===== config.mk =====
export PLATFORM = sky130hd
export DESIGN_NAME = uart_rx
export DESIGN_NICKNAME = d
export VERILOG_FILES = /design/src/rtl/uart_rx.sv
export SDC_FILE = /design/constraint.sdc
export NUM_CORES = 1
export LEC_CHECK = 0
export CAP_MARGIN = 25
export CORE_UTILIZATION = 40
export CTS_CLUSTER_SIZE = 40
export DETAILED_ROUTE_END_ITERATION = 8
export SKIP_LAST_GASP = 1
export SLEW_MARGIN = 20
export SYNTH_ARGS = -nofsm -noshare
export SYNTH_HDL_FRONTEND = slang
export SYNTH_SLANG_ARGS = --single-unit
export TNS_END_PERCENT = 10

===== constraint.sdc =====
create_clock -name sysclk -period 4.72 [get_ports sysclk]
set_clock_uncertainty 0.1 [all_clocks]
set_input_delay 0.472 -clock sysclk [delete_from_list [all_inputs] [get_ports sysclk]]
set_output_delay 0.472 -clock sysclk [all_outputs]
set_load 0.01 [all_outputs]

===== src/rtl/uart_rx.sv =====
// 8N1 UART receiver: two-flop input synchronizer, half-bit aligned sampling FSM,
// and a CPU-visible data register with ready, overrun and framing-error flags.
module uart_rx #(
   parameter int CLKS_PER_BIT = 10417
) (
   input  logic       sysclk,
   input  logic       Reset,
   input  logic       UART_IN,
   input  logic       rd,
   output logic [7:0] rx_data,
   output logic       rx_ready,
   output logic       overrun,
   output logic       frame_err,
   output logic       busy
);

   localparam int CNT_W = $clog2(CLKS_PER_BIT);
   localparam logic [CNT_W-1:0] CNT_ZERO = {CNT_W{1'b0}};
   localparam logic [CNT_W-1:0] CNT_ONE  = CNT_W'(1);
   localparam logic [CNT_W-1:0] HALF_M1  = CNT_W'(CLKS_PER_BIT / 2 - 1);
   localparam logic [CNT_W-1:0] FULL_M1  = CNT_W'(CLKS_PER_BIT - 1);

   typedef enum logic [2:0] {
      IDLE    = 3'd0,
      START   = 3'd1,
      DATA    = 3'd2,
      STOP    = 3'd3,
      WAIT_HI = 3'd4
   } state_e;

   state_e           state_q, state_d;
   logic [CNT_W-1:0] cnt_q, cnt_d;
   logic [2:0]       bitidx_q, bitidx_d;
   logic [7:0]       shift_q, shift_d;
   logic             sync1_q, in_s_q;
   logic [7:0]       rx_data_q, rx_data_d;
   logic             rx_ready_q, rx_ready_d;
   logic             overrun_q, overrun_d;
   logic             frame_err_q, frame_err_d;
   logic             busy_q, busy_d;
   logic             byte_done_s;
   logic             frame_bad_s;

   // Input synchronizer; resets to the idle (high) line level.
   always_ff @(posedge sysclk) begin
      if (Reset) begin
         sync1_q <= 1'b1;
         in_s_q  <= 1'b1;
      end else begin
         sync1_q <= UART_IN;
         in_s_q  <= sync1_q;
      end
   end

   // Receiver state and output registers.
   always_ff @(posedge sysclk) begin
      if (Reset) begin
         state_q     <= IDLE;
         cnt_q       <= CNT_ZERO;
         bitidx_q    <= 3'd0;
         shift_q     <= 8'h00;
         rx_data_q   <= 8'h00;
         rx_ready_q  <= 1'b0;
         overrun_q   <= 1'b0;
         frame_err_q <= 1'b0;
         busy_q      <= 1'b0;
      end else begin
         state_q     <= state_d;
         cnt_q       <= cnt_d;
         bitidx_q    <= bitidx_d;
         shift_q     <= shift_d;
         rx_data_q   <= rx_data_d;
         rx_ready_q  <= rx_ready_d;
         overrun_q   <= overrun_d;
         frame_err_q <= frame_err_d;
         busy_q      <= busy_d;
      end
   end

   // Next-state logic: START waits half a bit so DATA/STOP sample bit centres.
   always_comb begin
      state_d     = state_q;
      cnt_d       = cnt_q;
      bitidx_d    = bitidx_q;
      shift_d     = shift_q;
      byte_done_s = 1'b0;
      frame_bad_s = 1'b0;
      case (state_q)
         IDLE: begin
            if (!in_s_q) begin
               state_d = START;
               cnt_d   = CNT_ZERO;
            end else begin
               state_d = IDLE;
            end
         end
         START: begin
            if (cnt_q == HALF_M1) begin
               cnt_d = CNT_ZERO;
               if (!in_s_q) begin
                  state_d  = DATA;
                  bitidx_d = 3'd0;
               end else begin
                  state_d = IDLE;
               end
            end else begin
               cnt_d = cnt_q + CNT_ONE;
            end
         end
         DATA: begin
            if (cnt_q == FULL_M1) begin
               shift_d[bitidx_q] = in_s_q;
               cnt_d             = CNT_ZERO;
               bitidx_d          = bitidx_q + 3'd1;
               if (bitidx_q == 3'd7) begin
                  state_d = STOP;
               end else begin
                  state_d = DATA;
               end
            end else begin
               cnt_d = cnt_q + CNT_ONE;
            end
         end
         STOP: begin
            if (cnt_q == FULL_M1) begin
               cnt_d = CNT_ZERO;
               if (in_s_q) begin
                  byte_done_s = 1'b1;
                  state_d     = IDLE;
               end else begin
                  frame_bad_s = 1'b1;
                  state_d     = WAIT_HI;
               end
            end else begin
               cnt_d = cnt_q + CNT_ONE;
            end
         end
         WAIT_HI: begin
            if (in_s_q) begin
               state_d = IDLE;
            end else begin
               state_d = WAIT_HI;
            end
         end
         default: begin
            state_d  = IDLE;
            cnt_d    = CNT_ZERO;
            bitidx_d = 3'd0;
         end
      endcase
   end

   // Status flags: a set event in the same cycle as rd takes priority over the clear.
   always_comb begin
      rx_data_d   = rx_data_q;
      rx_ready_d  = rx_ready_q;
      overrun_d   = overrun_q;
      frame_err_d = frame_err_q;

      if (byte_done_s) begin
         rx_data_d = shift_q;
      end else begin
         rx_data_d = rx_data_q;
      end

      if (byte_done_s) begin
         rx_ready_d = 1'b1;
      end else if (rd) begin
         rx_ready_d = 1'b0;
      end else begin
         rx_ready_d = rx_ready_q;
      end

      if (byte_done_s && rx_ready_q && !rd) begin
         overrun_d = 1'b1;
      end else if (rd) begin
         overrun_d = 1'b0;
      end else begin
         overrun_d = overrun_q;
      end

      if (frame_bad_s) begin
         frame_err_d = 1'b1;
      end else if (rd) begin
         frame_err_d = 1'b0;
      end else begin
         frame_err_d = frame_err_q;
      end

      busy_d = (state_d != IDLE);
   end

   assign rx_data   = rx_data_q;
   assign rx_ready  = rx_ready_q;
   assign overrun   = overrun_q;
   assign frame_err = frame_err_q;
   assign busy      = busy_q;

endmodule


==> results.txt, run 1 <==
Final routed wirelength across all metal layers: 3690 um. The worst-path maximum fanout came out at 17. After the first detailed-routing iteration, the DRC count stood at 73. Portion of the clock cycle consumed by the worst path in the final layout: 52.9%.

The row count was 24; the via count of the first global-routing pass was 1433. The detailed-route wire length per cell is 13.1 um, and the clock latency of the later-clocked register in the worst-skew pair is 0.29 ns. Final hold analysis gives a worst-case slack of 0.317 ns.

Die area: 5090 um^2. Sorting the synthesized cells by area gives the leading types as dfxtp_1 (44%), nor2_1 (4.9%), nand2_1 (4.3%). The tools report the post-placement cell count as 272.

The tools report the category of the worst setup path capture point as a flop. The count of boundary I/O pins was 16. dfxtp_1 is the most common cell in the netlist. Buffers inserted during clock tree synthesis total 5.

In this run the post-CTS setup repair buffer count came out at 0. Class of the tightest hold or removal check: flop to flop. Yosys mapped a number of flops with a built-in enable equal to 0. The run gives 0 as the number of failing hold endpoints at the final stage. The initial standard-cell utilization of the core was 43.0%. Number of clock sinks: 42. Traced cell by cell, the critical path runs through clkdlybuf4s50_1 -> clkinv_1 -> nand2_1 -> mux2i_1. Counting flops with an async set or reset pin after synthesis yields a share of 0%.

The peak supply drop is 250 uV, and the required time at the worst-slack endpoint is 4.78 ns. In this run the deepest clock path goes through 2 buffers. By startpoint and endpoint, the worst setup path is classified as input pin to flop. Counting I/O delays and the setup requirement, the final critical path takes 2.50 ns. The total of flip-flops plus latches after synthesis was 42. The cell sitting at the root of the clock tree is a clkbuf_8. After clock tree synthesis, the clock-pin slew on the worst setup and hold paths is 0.08 ns.

In the final design database the tool counted 236 nets. The filler cells instantiated in the layout total 444. The first global-routing pass estimated 6490 um of wire. CTS built an H-tree with a depth of 2.

Setup violations remaining at the end of the flow were counted as 0. Entering global routing, the biggest net connects 18 pins. The number of gates resized after cts was 0.

The logs give 2.22 ns for the worst path setup slack after routing and 43.7% for the proportion of synthesized chip area in sequential cells. The run gives 0 as the number of antenna diodes. The run gives 0 as the final-report max-slew violation count. The logs give 1920 um^2 for the area of the mapped netlist and 841 um^2 for the area taken by flip-flops and latches. The first-pass iteration count of the detailed router is 6.

After clock tree synthesis, the flow added hold-fix buffers numbering 0. The critical path arrival was 2.56 ns; the total of warnings raised by yosys was 0. The area growth from synthesis to final layout is 14.9%, and the aggregate global routing overflow is 0.

Half-perimeter wire length after detailed placement: 2520 um. Routability-driven placement finished with a final weighted congestion of 0.815. Counting every instance in the synthesized netlist gives 214. The placeable core region was 4470 um^2. In this run the tool buffered the top-level ports with 15 buffer cells.

The main flop type after synthesis is dfxtp_1. By count the netlist is led by dfxtp_1 (42), nor2_1 (25), nand2_1 (22), nand3_1 (16), o21ai_0 (9). The worst setup path is launched from an input pin. Biggest area consumer among synthesized cells: dfxtp_1. Excluding fillers, the count of instances in the completed layout stands at 281. The all-layer global routing usage came out at 16.2%. The number of nets handed over by synthesis was 222. On the critical path, the stage with the largest delay is an instance of clkdlybuf4s50_1.

Setup repair after global routing left no endpoint under its margin. The measured slew at the worst slew-check pin came out at 0.676 ns. In the routed layout, each cell is associated on average with a via count of 5.52. The layout cell share with drive strength beyond 1 was 9.17%; the mean cell area of the mapped netlist was 8.99 um^2. The sum of negative setup slack is 0 ns, and the chip width is 71.4 um. The tool flagged a number of max-cap violations equal to 0.

The run finished, with violations left. The largest stage delay on the critical path was 0.90 ns. The post-route DRC violation count came out at 2.

After synthesis, the netlist uses 50 different library cells. The tools report the maximum frequency from static timing analysis as 400 MHz. For the headroom to the max-slew limit, the log shows 54.8%. TritonCTS built the clock tree. Summed over its instances, the top area cell type makes up 43.7% of the synthesized netlist area. The initial antenna violation count came out at 0.

The logs give 0.000734 uW for the leakage dissipation and 1550 for the total via count in the routed design. For the area of the multi-input gates, the log shows 1010 um^2. The power per standard cell area came out at 300 nW/um^2. The y dimension of the die was 71.4 um.

The final reports fail on design-rule violations. The remaining antenna violation count came out at 0. At the placement stage, the worst setup path has a slack of 1.85 ns.
state kept, by name, summed over array words and instances (netlist names), 3 cells and up:
name      count
bitidx_q      3
cnt_q        14
rx_data       8
shift_q       8
state_q       3
area by class of cell:
cell class / count / area share (%)
sequential: 42 / 38.0
timing repair buffer: 16 / 7.13
clock inverter: 2 / 1.70
tap: 52 / 2.94
multi-input combinational: 157 / 45.9
clock buffer: 6 / 3.28
inverter: 6 / 1.02
kinds of logic (layout without fill, tap and decap cells):
family	count (synthesis)	count (layout)	synth area share [%]
AOI/OAI and AO/OA	36	36	13.7
xor gates and xnor gates	10	10	4.55
adders and majority gates	4	4	2.60
buffers and inverters	15	30	3.58
DFF	42	42	43.7
muxes	8	8	4.16
and+or+nand+nor	99	99	27.8
worst paths after layout:
path | from | end | slack (ns) | cells after the start
min reg2reg | sync1_q | in_s_q | 0.32 | 1
max | Reset | shift_q[2] | 2.22 | 4
min | sync1_q | in_s_q | 0.32 | 1
max reg2reg | cnt_q[10] | cnt_q[3] | 2.25 | 6
routing by layer:
metal	wire length (um)	part of all wire, %	global-route usage, %
met1	1870	51	20.7
met5	0	0	0
met2	1600	43	25.8
met3	145	3.9	3.94
met4	80	2.2	7.33
power by group:
group          total, uW  internal (uW)  leakage, uW  switching [uW]
Sequential           359            356     0.000339            2.93
Combinational       24.4           8.66     0.000343            15.7
Clock                280            158    0.0000514             122
per-stage QoR:
stage	power, uW	cell area [um^2]	utilization (%)
floorplan	385	1920	-
global placement	392	2090	46.8
detailed placement	392	2090	46.8
CTS	672	2200	49.2
global route	693	2210	49.4
finish	663	2210	49.4
cells in the final DEF (no fill, tap or decap), types with 6 or more instances in the layout:
cell,synthesis,final
nor3_1,6,6
nand2_1,22,22
dfxtp_1,42,42
a21oi_1,6,6
clkdlybuf4s50_1,0,15
nor2_1,25,25
mux2i_1,8,8
xnor2_1,6,6
o21ai_0,9,9
nand3_1,16,16
worst max-delay path: cells and delay by family:
kind,cells,cell delay [ns]
mux,1,0.12
simple gates,1,0.43
buf+inv,2,1.53
Power figures use the tool's default switching activity.
==> inputs of run 2 (changes only) <==
- clock period: 4.72 -> 2.5 ns (I/O delays scaled with it)
==> run 2 against run 1 <==
  * Non-clock buffer count rose by 5
  * Power rose by 91%
  * Flip-flop and latch count unchanged
  * Largest cell class unchanged
  * Hold slack worse by 0.0016 ns
  * The run still ends with design-rule violations left
  * Global-route usage fell by 0.53 points
  * Critical path type is now flop to flop
==> results.txt, run 2 (synthesized netlist as in run 1, its figures left out) <==
The initial antenna violation count was 0; the largest stage delay on the critical path was 0.55 ns. Before antenna repair, the detailed router went through 6 iterations. The layout cell share with drive strength beyond 1 came out at 11.1%. For this design, the sink count on the clock tree is 42. For the setup violation total in the final timing report, the log shows 0. The setup path with the least slack is of type flop to flop. Class of the tightest hold or removal check: flop to flop. The flow ran to the end, but the final reports show violations. The run gives 425 as the number of filler instances in the final layout. Together, buffers and inverters on the worst path number 0. The required time at the worst-slack endpoint was 2.57 ns; the initial standard-cell utilization of the core was 43.0%. The worst path in the final design needs a cycle of 2.28 ns, including I/O delays and setup.

Headroom to the max-slew limit came out at 59.8%. From bottom edge to top edge, the die measures 71.4 um. At the worst endpoint, the arrival time is 2.34 ns.

The routed layout has 1552 vias. TritonCTS built the clock tree. In the routed layout, each cell is associated on average with a via count of 5.43.

STA classifies the critical path startpoint as a flop. The area growth from synthesis to final layout is 16.8%. Among all stages on the critical path, the largest delay is contributed by or4b_4. Setup repair after global routing left no endpoint under its margin.

In this run the register-to-register setup slack is 0.22 ns. The via count of the first global-routing pass is 1432. The maximum frequency from static timing analysis is 440 MHz, and the count of buffers inserted at the top-level ports is 15. Routability-driven placement finished with a final weighted congestion of 0.823. The tools report the die area as 5090 um^2. The register with the most flip-flops in the final layout is cnt_q. The floorplan has 24 rows. 0 antenna diodes ended up in the layout.

Placeable core region: 4470 um^2. The number of maximum-capacitance constraint violations came out at 0. Buffers inserted during clock tree synthesis total 5. The checks that failed: design-rule violations. Clock latency on the worst-skew pair, taken at its later pin, is 0.30 ns. IR analysis of the VDD net gives a maximum drop of 248 uV. The logs give 3660 um for the final routed wirelength across all metal layers and 2 for the maximum level of the CTS H-tree. Clock tree synthesis selected as its root buffer the cell clkbuf_8. Entering global routing, the biggest net connects 18 pins.

The count of nets left with antenna violations once routing finished came out at 0. Hold repair after CTS inserted 0 buffers. For this run, design rule violations remaining after detail routing come to 2.

The number of setup buffers added after CTS is 0. The measured slew at the worst slew-check pin was 0.603 ns. Pin placement for this block handled 16 I/O pins. Kind of cell adding the most delay to the critical path: simple AND/OR/NAND/NOR gates. Leaving out fill and tap cells, the most frequent cell in the layout is dfxtp_1. The run gives 0 as the number of failing hold endpoints at the final stage. After clock tree synthesis, the clock-pin slew on the worst setup and hold paths is 0.08 ns. The number of gates resized after cts was 0. The buffer depth of the longest clock path was 2. The first global-routing pass estimated 6290 um of wire.

The floorplan step set the die width to 71.4 um. After the first detailed-routing iteration, the DRC count stood at 88. Dividing the detail-routed wire length by the instance count gives 12.8 um. The library cells used most frequently in the layout, excluding fill and tap cells, are dfxtp_1 (42), nor2_1 (25), nand2_1 (22). The logs give 0 for the aggregate global routing overflow and 2600 um for the half-perimeter wire length after detailed placement.

The signal on the critical path passes through or4b_4 -> nor4_4 -> o32ai_2 -> o21ai_2 -> nor2_1. The portion of the clock cycle consumed by the worst path in the final layout is 91.0%, and the final instance count without filler cells is 286. The post-placement cell count was 278; the flip-flop count of the largest register, all copies and words added was 14. The power per standard cell area works out to 562 nW/um^2. The all-layer global routing usage was 15.7%; the leakage dissipation was 0.000759 uW. In this run the worst path has a maximum fanout of 10.

The tools report the final-report max-slew violation count as 0. The category of the worst setup path capture point was a flop. The sum of negative setup slack was 0 ns; the number of nets in the layout was 241.
==> run 2: cell count changes in the layout (fill, tap and decap cells not counted) <==
| cell | previous run | this run |
|---|---|---|
| clkbuf_4 | 1 | 0 |
| buf_4 | 0 | 6 |
==> run 2: worst paths after layout <==
| path | start | end | cells after the start |
|---|---|---|---|
| worst max-delay path | cnt_q[9] | cnt_q[8] | 5 |
| worst min register to register | sync1_q | in_s_q | 1 |
| worst max register to register | cnt_q[9] | cnt_q[8] | 5 |
| worst min-delay path | sync1_q | in_s_q | 1 |
==> run 2: per-layer routing <==
layer  share of wire [%]  wire length [um]  global-route usage, %
met4                 1.9                70                   7.11
met1                  49              1790                   20.2
met3                 3.7               137                   4.50
met2                  45              1660                   24.2
met5                   0                 0                      0
==> run 2: area by class of cell <==
type                            count  area, um^2  area share [%]
Multi-Input combinational cell    157        1010            45.1
Sequential cell                    42         841            37.4
Timing Repair Buffer               21         195            8.68
Clock buffer                        6        72.6            3.23
Tap cell                           52        65.1            2.89
Clock inverter                      2        37.5            1.67
Inverter                            6        22.5            1.00
==> run 2: power by group <==
group / total [uW] / internal, uW / switching, uW
registers: 678 / 673 / 5.45
logic: 49.9 / 19.4 / 30.5
clock network: 536 / 298 / 238
total: 1260 / 990 / 274
==> run 2: worst reg2reg max path, stage by stage, from the launching register on <==
cell     delay (ns)
dfxtp_1        0.36
or4b_4         0.55
nor4_4         0.42
o32ai_2        0.23
o21ai_2        0.40
nor2_1         0.10
==> run 2: per-stage QoR <==
stage | worst slack, ns | area [um^2] | util [%] | hold WS, ns | power [uW]
2_1_floorplan | 0.365 | 1920 | - | 0.254 | 726
3_3_place_gp | 0.252 | 2140 | 47.8 | 0.292 | 745
3_5_place_dp | 0.209 | 2140 | 47.8 | 0.298 | 745
4_1_cts | 0.203 | 2250 | 50.3 | 0.321 | 1280
5_1_grt | 0.0545 | 2250 | 50.3 | 0.348 | 1310
6_report | 0.225 | 2250 | 50.3 | 0.315 | 1260
==> inputs of run 3 (changes only) <==
- PLACE_DENSITY: not set -> 0.6
==> results of run 3 <==
No change in the layout: final DEF, timing and power equal those of run 2.
